--- config.mk ---
export PLATFORM = sky130hd
export DESIGN_NAME = compare_sequencer
export DESIGN_NICKNAME = d
export VERILOG_FILES = /design/src/rtl/compare_seq_pkg.sv /design/src/rtl/compare_sequencer_watchdog_timer.sv /design/src/rtl/compare_sequencer.sv
export SDC_FILE = /design/constraint.sdc
export NUM_CORES = 1
export LEC_CHECK = 0
export CORE_MARGIN = 8
export CORE_UTILIZATION = 45
export DETAILED_ROUTE_END_ITERATION = 6
export DONT_BUFFER_PORTS = 1
export PLACE_DENSITY = 0.7
export SKIP_LAST_GASP = 1
export SLEW_MARGIN = 20
export SYNTH_ARGS = -nofsm -noshare
export SYNTH_HDL_FRONTEND = slang
export SYNTH_SLANG_ARGS = --single-unit
--- constraint.sdc ---
create_clock -name clk -period 1.5 [get_ports clk]
set_input_delay 0.15 -clock clk [delete_from_list [all_inputs] [get_ports clk]]
set_output_delay 0.15 -clock clk [all_outputs]
set_load 0.005 [all_outputs]
--- src/rtl/compare_seq_pkg.sv ---
// Shared types and width helpers for the compare sequencer.
// Holds the sequencer state encoding and a width function that never returns zero.
package compare_seq_pkg;

    typedef enum logic [2:0] {
        IDLE,
        LAUNCH,
        WAIT_UUT,
        CMP,
        NEXT,
        DONE
    } seq_state_t;

    // Index width that stays at least one bit wide even when only one value exists.
    function automatic int unsigned min1_clog2(input int unsigned n);
        int unsigned w;
        if (n <= 1) begin
            w = 1;
        end else begin
            w = $clog2(n);
        end
        return w;
    endfunction

endpackage

--- src/rtl/compare_sequencer_watchdog_timer.sv ---
// Watchdog counter for the UUT completion wait.
// expired goes high when the count reaches TIMEOUT_CYCLES-1 and the count holds there.
module watchdog_timer #(
    parameter int unsigned TIMEOUT_CYCLES = 1024
) (
    input  logic clk,
    input  logic rst,
    input  logic clear,
    input  logic enable,
    output logic expired
);

    localparam int unsigned TW = $clog2(TIMEOUT_CYCLES);

    logic [TW-1:0] count;

    assign expired = (count == TW'(TIMEOUT_CYCLES - 1));

    always_ff @(posedge clk) begin
        if (rst || clear) begin
            count <= '0;
        end else if (enable && !expired) begin
            count <= count + TW'(1);
        end
    end

endmodule

--- src/rtl/compare_sequencer.sv ---
// Test sequencer: launches the UUT per test, waits under a watchdog, then walks
// the per-test compare requests to the scoreboard and tallies pass/fail results.
module compare_sequencer
    import compare_seq_pkg::*;
#(
    parameter int unsigned NUM_TESTS       = 4,
    parameter int unsigned OUTPUT_ELEMENTS = 1,
    parameter int unsigned TIMEOUT_CYCLES  = 1024,
    parameter int unsigned CNT_W           = 16,
    localparam int unsigned IDX_W          = min1_clog2(NUM_TESTS * OUTPUT_ELEMENTS),
    localparam int unsigned TIDX_W         = min1_clog2(NUM_TESTS)
) (
    input  logic              clk,
    input  logic              rst,
    input  logic              start,
    output logic              uut_start,
    input  logic              uut_done,
    output logic              cmp_req,
    output logic [IDX_W-1:0]  cmp_idx,
    input  logic              cmp_ack,
    input  logic              cmp_pass,
    output logic [TIDX_W-1:0] test_idx,
    output logic              busy,
    output logic              done,
    output logic              status,
    output logic [CNT_W-1:0]  pass_cnt,
    output logic [CNT_W-1:0]  fail_cnt,
    output logic              timeout_err
);

    localparam int unsigned ELEM_W = min1_clog2(OUTPUT_ELEMENTS);

    seq_state_t        state;
    seq_state_t        state_next;
    logic [ELEM_W-1:0] elem;
    logic              test_ok;
    logic              cmp_gap;
    logic              timer_clear;
    logic              timer_en;
    logic              timer_expired;
    logic              cmp_fire;
    logic              elem_last;
    logic              test_last;

    watchdog_timer #(
        .TIMEOUT_CYCLES(TIMEOUT_CYCLES)
    ) u_watchdog (
        .clk    (clk),
        .rst    (rst),
        .clear  (timer_clear),
        .enable (timer_en),
        .expired(timer_expired)
    );

    assign elem_last = (elem == ELEM_W'(OUTPUT_ELEMENTS - 1));
    assign test_last = (test_idx == TIDX_W'(NUM_TESTS - 1));
    // cmp_gap forces the one-cycle drop of cmp_req between consecutive elements.
    assign cmp_fire  = (state == CMP) && !cmp_gap && cmp_ack;
    assign cmp_idx   = (state == CMP)
                     ? IDX_W'(test_idx) * IDX_W'(OUTPUT_ELEMENTS) + IDX_W'(elem)
                     : '0;
    assign status    = (state == DONE) && (pass_cnt == CNT_W'(NUM_TESTS));

    always_ff @(posedge clk) begin
        if (rst) begin
            state <= IDLE;
        end else begin
            state <= state_next;
        end
    end

    always_comb begin
        state_next  = state;
        timer_clear = 1'b0;
        timer_en    = 1'b0;
        uut_start   = 1'b0;
        cmp_req     = 1'b0;
        busy        = 1'b1;
        done        = 1'b0;
        unique case (state)
            IDLE: begin
                busy = 1'b0;
                if (start) state_next = LAUNCH;
            end
            LAUNCH: begin
                uut_start   = 1'b1;
                timer_clear = 1'b1;
                state_next  = WAIT_UUT;
            end
            WAIT_UUT: begin
                timer_en = 1'b1;
                if (uut_done) begin
                    state_next = CMP;
                end else if (timer_expired) begin
                    state_next = NEXT;
                end
            end
            CMP: begin
                cmp_req = !cmp_gap;
                if (cmp_fire && elem_last) state_next = NEXT;
            end
            NEXT: begin
                state_next = test_last ? DONE : LAUNCH;
            end
            DONE: begin
                busy = 1'b0;
                done = 1'b1;
                if (start) state_next = LAUNCH;
            end
            default: begin
                state_next = IDLE;
            end
        endcase
    end

    always_ff @(posedge clk) begin
        if (rst) begin
            test_idx    <= '0;
            elem        <= '0;
            test_ok     <= 1'b0;
            cmp_gap     <= 1'b0;
            pass_cnt    <= '0;
            fail_cnt    <= '0;
            timeout_err <= 1'b0;
        end else begin
            cmp_gap <= 1'b0;
            case (state)
                IDLE, DONE: begin
                    if (start) begin
                        test_idx    <= '0;
                        pass_cnt    <= '0;
                        fail_cnt    <= '0;
                        timeout_err <= 1'b0;
                    end
                end
                WAIT_UUT: begin
                    // Completion takes priority over a timeout landing on the same cycle.
                    if (uut_done) begin
                        elem    <= '0;
                        test_ok <= 1'b1;
                    end else if (timer_expired) begin
                        test_ok     <= 1'b0;
                        timeout_err <= 1'b1;
                    end
                end
                CMP: begin
                    if (cmp_fire) begin
                        test_ok <= test_ok & cmp_pass;
                        if (!elem_last) begin
                            elem    <= elem + ELEM_W'(1);
                            cmp_gap <= 1'b1;
                        end
                    end
                end
                NEXT: begin
                    if (test_ok) begin
                        pass_cnt <= pass_cnt + CNT_W'(1);
                    end else begin
                        fail_cnt <= fail_cnt + CNT_W'(1);
                    end
                    if (!test_last) test_idx <= test_idx + TIDX_W'(1);
                end
                default: begin
                end
            endcase
        end
    end

endmodule
== Word level (Yosys, flattened, before mapping) ==
Index checks and enable logic that the tools add are counted.

* Flip-flop bits (word level): 51
* Bits of input ports: 6
* Output and inout port bits: 42
* Logic and storage cells: 91

* $add $sub $neg: 6
* Equality and inequality tests: 18
* Muxes and demuxes: 33
* Bitwise gates (word level): 4
* Reduce and logical (&&, ||, !) cells: 21

{| class="wikitable"
|+ Operator list
! kind !! number
|-
| case mux 16 bit (2 select lines) || 2
|-
| 2-to-1 mux 16 bit || 3
|-
| adder 16 x 1 -> 16 bit (second input constant) || 2
|-
| AND reduction 3 bit || 6
|-
| == test 16 x 3 -> 1 bit (second input constant) || 1
|-
| 2-to-1 mux 1 bit || 15
|-
| 2-to-1 mux 3 bit || 5
|-
| case mux 3 bit (5 select lines) || 1
|-
| inequality test 2 bit (second input constant) || 6
|-
| adder 10 x 1 -> 10 bit (second input constant) || 1
|-
| == test 10 bit (second input constant) || 1
|-
| == test 3 x 2 -> 1 bit (second input constant) || 2
|-
| == test 3 bit (second input constant) || 2
|-
| 2-to-1 mux 2 bit || 3
|-
| inequality test 2 x 1 -> 1 bit (second input constant) || 3
|-
| case mux 1 bit (2 select lines) || 3
|-
| nonzero test 2 bit || 3
|-
| logical AND 1 bit || 5
|-
| case mux 2 bit (2 select lines) || 1
|-
| AND reduction 4 bit || 1
|-
| == test 3 x 1 -> 1 bit (second input constant) || 1
|-
| logical NOT 3 bit || 1
|-
| inequality test 3 x 2 -> 1 bit (second input constant) || 1
|-
| NOT 1 bit || 3
|-
| other kinds (9) || 10
|}

== Depth between registers and ports, before layout ==
* Word-level depth: 6
* Gate-level depth with buffers: 8
* Depth with buffers taken out: 6

== Modules after synthesis ==
A second synthesis with hierarchy kept.

* Cell total of the unflattened synthesis: 357
* Area, all modules: 2,787.7 sq um

{| class="wikitable"
|+ Modules (own cells, without submodules)
! module !! instances !! cells each !! area each (sq um) !! seq. area each (sq um)
|-
| compare_sequencer || 1 || 289 || 2,194.6 || 780.7
|-
| watchdog_timer || 1 || 68 || 593.1 || 200.2
|}

== Least setup slack after synthesis ==
No wires, ideal clock.

* Path kind: reg2reg
* Start point: register state[2]
* End point: register pass_cnt[14]
* Library setup time: 0.128 ns
* Arrival time: 1.529 ns
* Data required time: 1.372 ns
* Path slack: -0.157 ns
* Cell stages (with the launch flop): 8
* Path buffers: 2
* Clock period less this slack: 1.657 ns
* Cells stage by stage: dfxtp_1 buf_6 nor4b_4 a21oi_4 buf_6 nor4_4 xnor2_1 nor2_1

* Word-level cells in the longest chain between the ends: 4
* Elaborated cells between the ends (all ways): 9
* Those cells by class: eq/ne: 4; mux: 1; reduce/logical: 4

{| class="wikitable"
|+ Ends and longest elaborated chain
! element !! RTL line !! RTL
|-
| start: declaration || compare_sequencer.sv:33 || <nowiki>seq_state_t state;</nowiki>
|-
| start signal: assignment || compare_sequencer.sv:68 || <nowiki>state <= state_next;</nowiki>
|-
| == test 3 bit / logical NOT 3 bit (equally long branches) || compare_sequencer.sv:127 || <nowiki>case (state)</nowiki>
|-
| OR reduction 2 bit (no source line) || n/a ||
|-
| inequality test 2 x 1 -> 1 bit (no source line) / nonzero test 2 bit (equally long branches) || n/a ||
|-
| AND reduction 3 bit (no source line) || n/a ||
|-
| end signal: assignment || compare_sequencer.sv:157 || <nowiki>pass_cnt <= pass_cnt + CNT_W'(1);</nowiki>
|-
| end: declaration || compare_sequencer.sv:26 || <nowiki>output logic [CNT_W-1:0] pass_cnt,</nowiki>
|}

Several ways; a longest one is shown, not always the timed one.
A chain may end at the register's enable or synchronous reset.

== Final worst setup path ==
* Start point: register state[0]
* End point: register fail_cnt[9]

* Word-level cells in the longest chain between the ends: 4
* Elaborated cells between the ends (all ways): 9
* Those cells by class: eq/ne: 4; mux: 1; reduce/logical: 4

{| class="wikitable"
|+ Ends and longest elaborated chain
! element !! RTL line !! RTL
|-
| == test 3 bit / logical NOT 3 bit (equally long branches) || compare_sequencer.sv:127 ||
|-
| OR reduction 2 bit (no source line) || n/a ||
|-
| inequality test 2 x 1 -> 1 bit (no source line) / nonzero test 2 bit (equally long branches) || n/a ||
|-
| AND reduction 3 bit (no source line) || n/a ||
|-
| end signal: assignment || compare_sequencer.sv:159 || <nowiki>fail_cnt <= fail_cnt + CNT_W'(1);</nowiki>
|-
| end: declaration || compare_sequencer.sv:27 || <nowiki>output logic [CNT_W-1:0] fail_cnt,</nowiki>
|}

Several ways; a longest one is shown, not always the timed one.

==> metrics <==
actual slew at the worst max-slew pin=0.5136 ns; layout cell share with drive strength beyond 1=50.26%; DP Area=3258 um2; H-tree Lvls=2; vias per inst=5.675; maximum clock frequency=591.9 MHz; Slew Viols, Final=0; unrepaired setup endpoints after global routing=true; Tcrit/Tclk final=112.6%; CTS max path bufs=2; drc violations=0; Post-Syn Area=2635 um2; Mapped Nets=320; failing checks=negative setup slack; critical path capture point type=register; PwrDens=1089 nW/um2; Row Count=28; Tightest Hold Check Type=input port to register; Worst setup SP type=register; first-pass GRT wire length=13.00 mm; final WL=8.647 mm; CTS tree=built; pin count of the biggest net entering global routing=20; clk slew on worst S/H paths=0.09 ns; Seq/Total Area, Yosys=37.23%; Post-synth ARST share=0%; clock latency on the worst-skew pair=0.31 ns; CTS Buf Count=5; DR vias=2650; Synth Warn #=0; core footprint=5781 um2; HPWL after DPL=4.957 mm; Max Clock Skew=0.004388 ns; clock root cell=clkbuf_8; initial antenna violation count=0; Top Ports=48; final design utilization=73.12%; Routed Antenna Nets=0; Syn Area/Cell=8.528 um2; critical path arrival=1.90 ns; Port Buf Inserts=0; GP Congestion=0.8238; nets@finish=402; Die ar.=8560 um2; n_diodes=0; min Tclk post-route=1.689 ns; area delta synth->final=60.40%; Yosys cell types=49; Final setup viols=40; status=complete, but fails checks; Cells after Synth=309; Congestion Overflow GR=0; Finished Cell Area=4227 um2; wire length per cell=18.52 um; Die Ht=92.52 um; Seq cells post-synth=49; number of global-route vias before repair=2621; Initial Util=45.58%; Post-synth EDFFs=0; Clock Sinks=49; Max-cap violations=0; Fillers=409; 1st-iter DRT viols=136; total track usage=18.55%; final hold vios=0; Max-slew headroom=65.76%; Pleak=1.580 nW; top_reg_cell synth=dfxtp_1; Critical Path RT=1.71 ns; critical path type=register to register; Worst VDD drop=0.9589 mV; 1st-pass router iterations=4; final worst setup slack=-0.1895 ns; Crit Path Max Fanout=7; Die W=92.52 um
-- cell usage in the layout, fill, tap and decap left out, types with 3 or more instances in the layout --
master	instances
a2111oi_4	3
a211oi_2	4
a21oi_1	11
a21oi_2	4
and2_1	3
and3_1	5
and4_1	4
buf_12	6
buf_4	59
buf_6	20
clkbuf_8	5
dfxtp_1	40
dfxtp_2	6
dfxtp_4	3
ha_1	4
inv_1	5
nand2_1	17
nand2_2	4
nand2b_4	3
nand3_1	14
nand3_2	4
nand4_1	6
nor2_1	30
nor2_2	9
nor2_4	10
nor3_1	5
nor3_4	4
nor3b_4	3
nor4_4	7
o2111ai_2	3
o211ai_1	3
o21ai_0	3
xnor2_1	16
xnor2_2	6
xor2_1	10
-- worst max-delay path, stage by stage, from the launching register on --
cell and delay [ns]:
dfxtp_4 0.40, nor2_1 0.29, o21ai_2 0.23, a2111oi_4 0.43, xnor2_1 0.18, nor2_1 0.05
-- cell usage after synthesis (2+ instances only) --
library cell,count,share of area [%]
o22ai_1,2,0.47
or3_1,3,0.71
a2111oi_2,2,1.1
o21a_1,2,0.57
nor4_1,7,1.7
xnor2_1,22,7.3
nand2_1,22,3.1
buf_6,2,0.85
xor2_1,12,4.0
nand3b_1,2,0.57
nor3b_1,3,0.85
nand3_1,18,3.4
nor2_1,49,7.0
ha_1,5,2.4
and4_1,4,1.3
a21oi_1,15,2.8
o21ai_0,5,0.95
and2_1,5,1.2
nor4b_1,2,0.66
clkbuf_1,5,0.71
and3_1,7,1.7
dfxtp_1,49,37
o211ai_1,3,0.85
buf_4,2,0.57
buf_2,2,0.38
a211oi_1,6,1.7
inv_1,7,1.0
buf_1,2,0.29
o2111ai_1,4,1.3
nor3_1,9,1.7
nand4_1,6,1.4
nand2b_1,4,0.95
or2_2,2,0.47
nor2b_1,4,0.95
-- kinds of logic (layout without fill, tap and decap cells) --
group,Yosys count,in the layout,share of synthesized area (%)
xor+xnor,34,34,11.30
fa+ha+maj,5,5,2.374
flops,49,49,37.23
compound gates,44,44,12.54
buf+inv,20,103,3.799
mux,2,2,0.8072
simple gates,155,155,31.96
-- path summary, 6_finish.rpt --
kind,from,endpoint,slack [ns],cells after the start
max,state[0],fail_cnt[9],-0.19,5
min,start,state[1],0.05,2
max reg2reg,state[0],fail_cnt[9],-0.19,5
min reg2reg,u_watchdog.count[6],u_watchdog.count[6],0.56,2
-- area by class of cell --
cell class	count	area (um2)	share of cell area [%]
multi-input combinational	240	2126	50.30
sequential	49	999.7	23.65
timing repair buffer	88	840.8	19.89
tap	75	93.84	2.220
clock buffer	5	68.82	1.628
clock inverter	3	65.06	1.539
inverter	7	32.53	0.7697
-- metrics by stage --
step	power, mW	cells	worst slack (ns)	hold slack, ns	TNS (ns)
after detailed placement	2.547	431	-0.09345	0.2220	-0.8383
after global placement	2.522	431	-0.06029	0.2226	-0.3102
after floorplan	2.190	309	-0.1262	0.3550	-1.475
after global routing	4.772	467	-0.2401	0.03874	-6.306
after CTS	4.275	460	-0.1175	0.005475	-2.529
final	4.601	467	-0.1895	0.05000	-3.234
-- timing repair --
item                       4_1_cts  5_1_grt
hold buffers                     1        0
pin swaps                       30       50
hold endpoints to repair        10        0
cloned                           4        0
setup endpoints to repair       40       53
gates resized for setup         52       86
buffers inserted                17       15
-- flip-flops by register name, summed over array words and instances, names as in the netlist --
signal,flops
test_idx,2
state,3
fail_cnt,16
timeout_err,1
u_watchdog.count,10
test_ok,1
pass_cnt,16
-- routing by layer --
layer	part of all wire (%)	GRT usage [%]
met1	39	21.87
met4	2.1	7.248
met5	0	0
met2	53	31.53
met3	5.7	4.693
-- power breakdown --
group / switching (mW) / internal, mW
registers: 0.0780 / 1.36
clock network: 0.472 / 0.663
logic: 1.02 / 1.01
total: 1.57 / 3.03
No activity file was read; power rests on OpenSTA's default activity.
